===== config.mk =====
export PLATFORM = sky130hd
export DESIGN_NAME = phase_cordic
export DESIGN_NICKNAME = d
export VERILOG_FILES = /design/src/rtl/phase_pkg.sv /design/src/rtl/cordic_iter.sv /design/src/rtl/phase_cordic.sv
export SDC_FILE = /design/constraint.sdc
export NUM_CORES = 1
export LEC_CHECK = 0
export CAP_MARGIN = 15
export CORE_MARGIN = 2
export CORE_UTILIZATION = 51
export DETAILED_ROUTE_END_ITERATION = 6
export HOLD_SLACK_MARGIN = 0.08
export PLACE_DENSITY = 0.85
export SLEW_MARGIN = 20
export SYNTH_ARGS = -nofsm -noshare
export SYNTH_HDL_FRONTEND = slang
export SYNTH_SLANG_ARGS = --single-unit

===== constraint.sdc =====
create_clock -name clock -period 4.86 [get_ports clock]
set_clock_uncertainty 0.1 [all_clocks]
set_input_delay 0.972 -clock clock [delete_from_list [all_inputs] [get_ports clock]]
set_output_delay 0.972 -clock clock [all_outputs]
set_load 0.01 [all_outputs]

===== src/rtl/phase_pkg.sv =====
// Shared types and constants for the phase_cordic CORDIC phase estimator:
// FSM state encoding, data/angle widths, arctangent table and gain constant.
package phase_pkg;

   localparam int DATA_W   = 16;
   localparam int ANG_W    = 16;
   localparam int N_ATAN   = 14;
   localparam int GAIN_Q15 = 19898;

   typedef enum logic [1:0] {
      IDLE  = 2'd0,
      LOAD  = 2'd1,
      ITER  = 2'd2,
      STORE = 2'd3
   } state_e;

   // round(atan(2^-i) * 32768 / pi) in binary-angle units
   function automatic logic [ANG_W-1:0] atan_lut(input logic [3:0] idx);
      case (idx)
         4'd0:    return 16'd8192;
         4'd1:    return 16'd4836;
         4'd2:    return 16'd2555;
         4'd3:    return 16'd1297;
         4'd4:    return 16'd651;
         4'd5:    return 16'd326;
         4'd6:    return 16'd163;
         4'd7:    return 16'd81;
         4'd8:    return 16'd41;
         4'd9:    return 16'd20;
         4'd10:   return 16'd10;
         4'd11:   return 16'd5;
         4'd12:   return 16'd3;
         4'd13:   return 16'd1;
         default: return '0;
      endcase
   endfunction

endpackage


===== src/rtl/cordic_iter.sv =====
// One combinational vectoring-mode CORDIC micro-rotation; drives y toward 0
// and accumulates the rotated angle in z (z wraps modulo 2^16).
module cordic_iter
   import phase_pkg::*;
#(
   parameter int XW = 18
) (
   input  logic signed [XW-1:0]    x,
   input  logic signed [XW-1:0]    y,
   input  logic        [ANG_W-1:0] z,
   input  logic        [3:0]       i,
   input  logic        [ANG_W-1:0] atan_i,
   output logic signed [XW-1:0]    x_next,
   output logic signed [XW-1:0]    y_next,
   output logic        [ANG_W-1:0] z_next
);

   logic signed [XW-1:0] x_sh;
   logic signed [XW-1:0] y_sh;

   always_comb begin
      // Both shifts come from the pre-update operands.
      x_sh = x >>> i;
      y_sh = y >>> i;
      if (!y[XW-1]) begin
         x_next = x + y_sh;
         y_next = y - x_sh;
         z_next = z + atan_i;
      end else begin
         x_next = x - y_sh;
         y_next = y + x_sh;
         z_next = z - atan_i;
      end
   end

endmodule


===== src/rtl/phase_cordic.sv =====
// Four-channel time-multiplexed CORDIC atan2 estimator, one iteration per clock.
// Define PHASE_MAG_EN to add gain-compensated magnitude outputs mag1..mag4.
module phase_cordic
   import phase_pkg::*;
#(
   parameter int N_ITER  = 12,
   parameter int W_GUARD = 2
) (
   input  logic              clock,
   input  logic              reset,
   input  logic              enable,
   input  logic [DATA_W-1:0] re1,
   input  logic [DATA_W-1:0] re2,
   input  logic [DATA_W-1:0] re3,
   input  logic [DATA_W-1:0] re4,
   input  logic [DATA_W-1:0] im1,
   input  logic [DATA_W-1:0] im2,
   input  logic [DATA_W-1:0] im3,
   input  logic [DATA_W-1:0] im4,
   output logic [ANG_W-1:0]  ph1,
   output logic [ANG_W-1:0]  ph2,
   output logic [ANG_W-1:0]  ph3,
   output logic [ANG_W-1:0]  ph4,
   output logic              done,
   output logic              overrun
`ifdef PHASE_MAG_EN
   ,
   output logic [DATA_W-1:0] mag1,
   output logic [DATA_W-1:0] mag2,
   output logic [DATA_W-1:0] mag3,
   output logic [DATA_W-1:0] mag4
`endif
);

   localparam int XW = DATA_W + W_GUARD;

   state_e                   state_q, state_d;
   logic [1:0]               ch_q, ch_d;
   logic [3:0]               it_q, it_d;
   logic signed [DATA_W-1:0] re_q [4], re_d [4];
   logic signed [DATA_W-1:0] im_q [4], im_d [4];
   logic signed [XW-1:0]     x_q, x_d, y_q, y_d;
   logic [ANG_W-1:0]         z_q, z_d;
   logic [ANG_W-1:0]         ph_q [4], ph_d [4];
   logic                     done_q, done_d, overrun_q, overrun_d;

   logic signed [XW-1:0]     x_nxt, y_nxt, re_x, im_x;
   logic [ANG_W-1:0]         z_nxt;

   cordic_iter #(.XW(XW)) u_iter (
      .x      (x_q),
      .y      (y_q),
      .z      (z_q),
      .i      (it_q),
      .atan_i (atan_lut(it_q)),
      .x_next (x_nxt),
      .y_next (y_nxt),
      .z_next (z_nxt)
   );

`ifdef PHASE_MAG_EN
   localparam int MW = XW + 17;
   logic signed [MW-1:0] mag_full;
   logic [DATA_W-1:0]    mag_sat;
   logic [DATA_W-1:0]    mag_q [4], mag_d [4];

   // x_final carries the CORDIC gain; scale by 0.60725 in Q15 and clip.
   assign mag_full = (MW'(x_q) * MW'(GAIN_Q15)) >>> 15;
   assign mag_sat  = (mag_full > MW'(32767)) ? 16'h7FFF : mag_full[DATA_W-1:0];
`endif

   assign re_x = {{W_GUARD{re_q[ch_q][DATA_W-1]}}, re_q[ch_q]};
   assign im_x = {{W_GUARD{im_q[ch_q][DATA_W-1]}}, im_q[ch_q]};

   always_comb begin
      // NOTE: every _d takes its _q value first, so no branch can leave one unassigned and infer a latch.
      state_d   = state_q;
      ch_d      = ch_q;
      it_d      = it_q;
      re_d      = re_q;
      im_d      = im_q;
      x_d       = x_q;
      y_d       = y_q;
      z_d       = z_q;
      ph_d      = ph_q;
      done_d    = 1'b0;
      overrun_d = enable && (state_q != IDLE);
`ifdef PHASE_MAG_EN
      mag_d     = mag_q;
`endif
      case (state_q)
         IDLE: begin
            if (enable) begin
               re_d    = '{re1, re2, re3, re4};
               im_d    = '{im1, im2, im3, im4};
               ch_d    = '0;
               state_d = LOAD;
            end
         end
         LOAD: begin
            // Fold the left half-plane onto the right; z starts at -pi there.
            if (re_q[ch_q][DATA_W-1]) begin
               x_d = -re_x;
               y_d = -im_x;
               z_d = 16'h8000;
            end else begin
               x_d = re_x;
               y_d = im_x;
               z_d = '0;
            end
            it_d    = '0;
            state_d = ITER;
         end
         ITER: begin
            x_d = x_nxt;
            y_d = y_nxt;
            z_d = z_nxt;
            if (it_q == 4'(N_ITER - 1)) begin
               state_d = STORE;
            end else begin
               it_d = it_q + 4'd1;
            end
         end
         STORE: begin
            ph_d[ch_q] = (re_q[ch_q] == '0 && im_q[ch_q] == '0) ? '0 : z_q;
`ifdef PHASE_MAG_EN
            mag_d[ch_q] = mag_sat;
`endif
            if (ch_q == 2'd3) begin
               done_d  = 1'b1;
               state_d = IDLE;
            end else begin
               ch_d    = ch_q + 2'd1;
               state_d = LOAD;
            end
         end
         default: state_d = IDLE;
      endcase
   end

   // NOTE: state registers use non-blocking assignment so every flop samples pre-edge values.
   always_ff @(posedge clock) begin
      if (reset) begin
         state_q   <= IDLE;
         ch_q      <= '0;
         it_q      <= '0;
         ph_q      <= '{default: '0};
         done_q    <= 1'b0;
         overrun_q <= 1'b0;
`ifdef PHASE_MAG_EN
         mag_q     <= '{default: '0};
`endif
      end else begin
         state_q   <= state_d;
         ch_q      <= ch_d;
         it_q      <= it_d;
         ph_q      <= ph_d;
         done_q    <= done_d;
         overrun_q <= overrun_d;
`ifdef PHASE_MAG_EN
         mag_q     <= mag_d;
`endif
      end
   end

   // NOTE: snapshot and datapath registers stay unreset; each is written before it is read.
   always_ff @(posedge clock) begin
      re_q <= re_d;
      im_q <= im_d;
      x_q  <= x_d;
      y_q  <= y_d;
      z_q  <= z_d;
   end

   assign ph1     = ph_q[0];
   assign ph2     = ph_q[1];
   assign ph3     = ph_q[2];
   assign ph4     = ph_q[3];
   assign done    = done_q;
   assign overrun = overrun_q;
`ifdef PHASE_MAG_EN
   assign mag1    = mag_q[0];
   assign mag2    = mag_q[1];
   assign mag3    = mag_q[2];
   assign mag4    = mag_q[3];
`endif

endmodule


==> results.toml <==
[outcome]
status = "finished clean"

[floorplan]
design.die.area_um2 = 32100
initial_core_util_pct = 51.4
boundaryPins = 197
die_x_um = 179
rows = 64
die_y_um = 179
core_um2 = 30400

[setup_path]
crit_path_max_fanout = 3
endpoint_kind = "flip-flop"
cpPeakStageDelay_ns = 0.56
path_class = "reg -> reg"
required_ns = 5.05
slowest_stage = "mux4_2"
cp_common_cell = "mux2_2"
arrival_ns = 5.03
start_kind = "flip-flop"
r2r_setup_slack_ns = 0.01
crit_chain = "buf_4, mux2i_1, mux4_2, o21ai_0, inv_1, ha_1, mux2_2, fa_1, a21o_1, a21oi_1, o21ai_1, a31oi_2, o221ai_1, a31oi_1, xnor2_1, mux2_2"

[finish]
fill_cells = 2218
final_layout_size_suffix_gt1_share_pct = 13.0
layout_common_cells = "clkdlybuf4s50_1 (195), edfxtp_1 (180), a21oi_1 (159)"
syn2layout_area_growth_pct = 24.1
layout_commonest_cell = "clkdlybuf4s50_1"
layout.nets = 1887
fin_cells = 2103

[placed_design]
place.gp.congestion = 0.946
io_buffers = 196
placedCellCount = 2042
dpl_worst_slack_ns = -0.129
hpwl_mm = 31.6

[grt]
grt_start_max_net_pins = 83
antenna_found_initial = 1
overflow = 0
grt_first_pass_wirelength_mm = 69.1
globalRouteTotalUtil_pct = 27.5
grt_pass1_vias = 12700

[logic_synthesis]
ys_ff_latch = 268
netlist_area_um2 = 15700
synthesis.nets = 1672
ys_top_cells_by_area = "edfxtp_1 (35%), dfxtp_1 (11%), mux4_2 (7.1%), ha_1 (5.4%), a21oi_1 (5.2%)"
yosys.area.top_type_share_pct = 34.5
synthArstFlopShare_pct = 0
syn_area_per_cell_um2 = 10.6
ys_types = 78
synth_edf_count = 180
yosysWarnings = 0
yosysSeqAreaShare_pct = 45.8
ys.flop_type = "edfxtp_1"
syn_inst = 1470
yosysTopAreaCell = "edfxtp_1"

[clocking]
cts_buffers = 28
clock_latency_ns = 0.55
cts.sinks = 268
hold_buffers = 0
cts_tree = "done"
cts_buffer_depth = 3
path_clk_slew_ns = 0.07
htreeDepth = 1
clk_root_buffer_cell = "clkbuf_16"

[timing]
drv_slew = 0
clock.fmax_mhz = 206
setup_violations = 0
setup_ws_ns = 0.0145
hold_viol = 0
post-route-period-util_pct = 99.7
worst_slew_pin_slew_ns = 0.994
min_period_ns = 4.85
rsz0062_at_grt = "true"
slew_headroom_pct = 33.7

[route]
detail-route-antenna-nets = 0
via_per_inst = 6.17
drc_errors = 0
routed_wl_mm = 44.7
wl_per_cell_um = 21.2
drt_iter0_markers = 1406
vias = 13000
firstDrtPassIters = 6

[power_and_ir_drop]
power.density_nw_per_um2 = 770
ir_worst_vdd_mv = 0.512
power.leakage_uw = 0.00691

[worst_hold_path]
hold_path.class = "reg -> reg"

[flow_run]
drv_cap = 0
cell families (layout without fill, tap and decap cells):
| kind of cell | count (synthesis) | after routing | synth area share (%) |
|---|---|---|---|
| muxes | 118 | 118 | 12.9 |
| DFF | 268 | 268 | 45.8 |
| xor gates and xnor gates | 103 | 103 | 5.85 |
| buffers and inverters | 133 | 369 | 3.50 |
| adders and majority gates | 71 | 71 | 5.82 |
| AOI/OAI and AO/OA | 354 | 354 | 13.6 |
| and+or+nand+nor | 423 | 423 | 12.5 |
| other | 0 | 1 | 0 |
metrics by stage:
| stage | hold WS [ns] | util [%] | TNS, ns | total power, µW | area [µm²] |
|---|---|---|---|---|---|
| 3_5_place_dp | 0.348 | 60.0 | -0.129 | 12100 | 18300 |
| 6_report | 0.355 | 63.8 | 0 | 14900 | 19400 |
| 5_1_grt | 0.374 | 63.8 | -0.405 | 15800 | 19400 |
| 2_1_floorplan | 0.381 | - | 0 | 9890 | 15700 |
| 3_3_place_gp | 0.343 | 60.0 | 0 | 11900 | 18300 |
| 4_1_cts | 0.356 | 63.1 | 0 | 14400 | 19200 |
area by class of cell:
class / count / area, µm² / area share [%]
diodes: 1 / 2.50 / 0.0129
clock buffers: 42 / 847 / 4.36
clock inverters: 9 / 80.1 / 0.412
inverters: 48 / 180 / 0.928
multi-input cells: 1069 / 8080 / 41.6
flip-flops and latches: 268 / 7180 / 37.0
well taps: 396 / 495 / 2.55
repair buffers: 270 / 2560 / 13.2
final timing paths:
path / start / to / cells after the start
worst max-delay path: x_q[14]$_DFFE_PP_ / y_q[16]$_DFFE_PP_ / 16
worst min-delay path: ph3[0]$_SDFFE_PP0P_ / ph3[0]$_SDFFE_PP0P_ / 2
worst min register to register: ph3[0]$_SDFFE_PP0P_ / ph3[0]$_SDFFE_PP0P_ / 2
worst max register to register: x_q[14]$_DFFE_PP_ / y_q[16]$_DFFE_PP_ / 16
routing by layer:
layer	vias up	wire length [µm]	GRT usage [%]
met5	-	0	0
met4	0	1390	8.77
met3	96	3530	3.88
met2	661	21600	46.1
met1	6311	18100	36.9
li1	5901	-	-
synthesized netlist by cell type, drive strengths merged, types with 13 or more instances:
| library cell | instances |
|---|---|
| a21o | 17 |
| a21oi | 162 |
| a31oi | 20 |
| buf | 27 |
| clkbuf | 58 |
| dfxtp | 88 |
| edfxtp | 180 |
| ha | 68 |
| inv | 45 |
| mux2 | 13 |
| mux2i | 44 |
| mux4 | 61 |
| nand2 | 139 |
| nand2b | 17 |
| nand3 | 84 |
| nor2 | 94 |
| nor3 | 27 |
| o21ai | 67 |
| xnor2 | 60 |
| xor2 | 42 |
worst max-delay path: cells and delay by family, from the launching register on:
family / cells / cell delay [ns]
AO/OA/AOI/OAI: 7 / 1.70
multiplexers: 4 / 1.24
XOR/XNOR: 1 / 0.10
flip-flops: 1 / 0.48
buffers and inverters: 2 / 0.25
adder cells (fa/ha/maj): 2 / 0.70
what timing repair did:
| action | CTS | global route |
|---|---|---|
| pin swaps | 0 | 12 |
| setup endpoints to repair | 2 | 13 |
| hold endpoints to repair | 0 | 0 |
| setup buffers | 0 | 9 |
| gates resized for setup | 9 | 36 |
sequential cells by signal, summed over array words and instances (netlist names), 14 cells and up:
signal and flops:
ph2 16, ph4 16, x_q 18, re_q 64, ph1 16, z_q 16
im_q 64, y_q 18, u_iter.atan_i 14, ph3 16
power breakdown:
part	switching, µW	leakage (µW)	internal, µW
Sequential	612	0.00243	3300
Clock	883	0.000449	1260
Combinational	5070	0.00403	3820
Note: power is estimated with default switching activity, not from simulation.
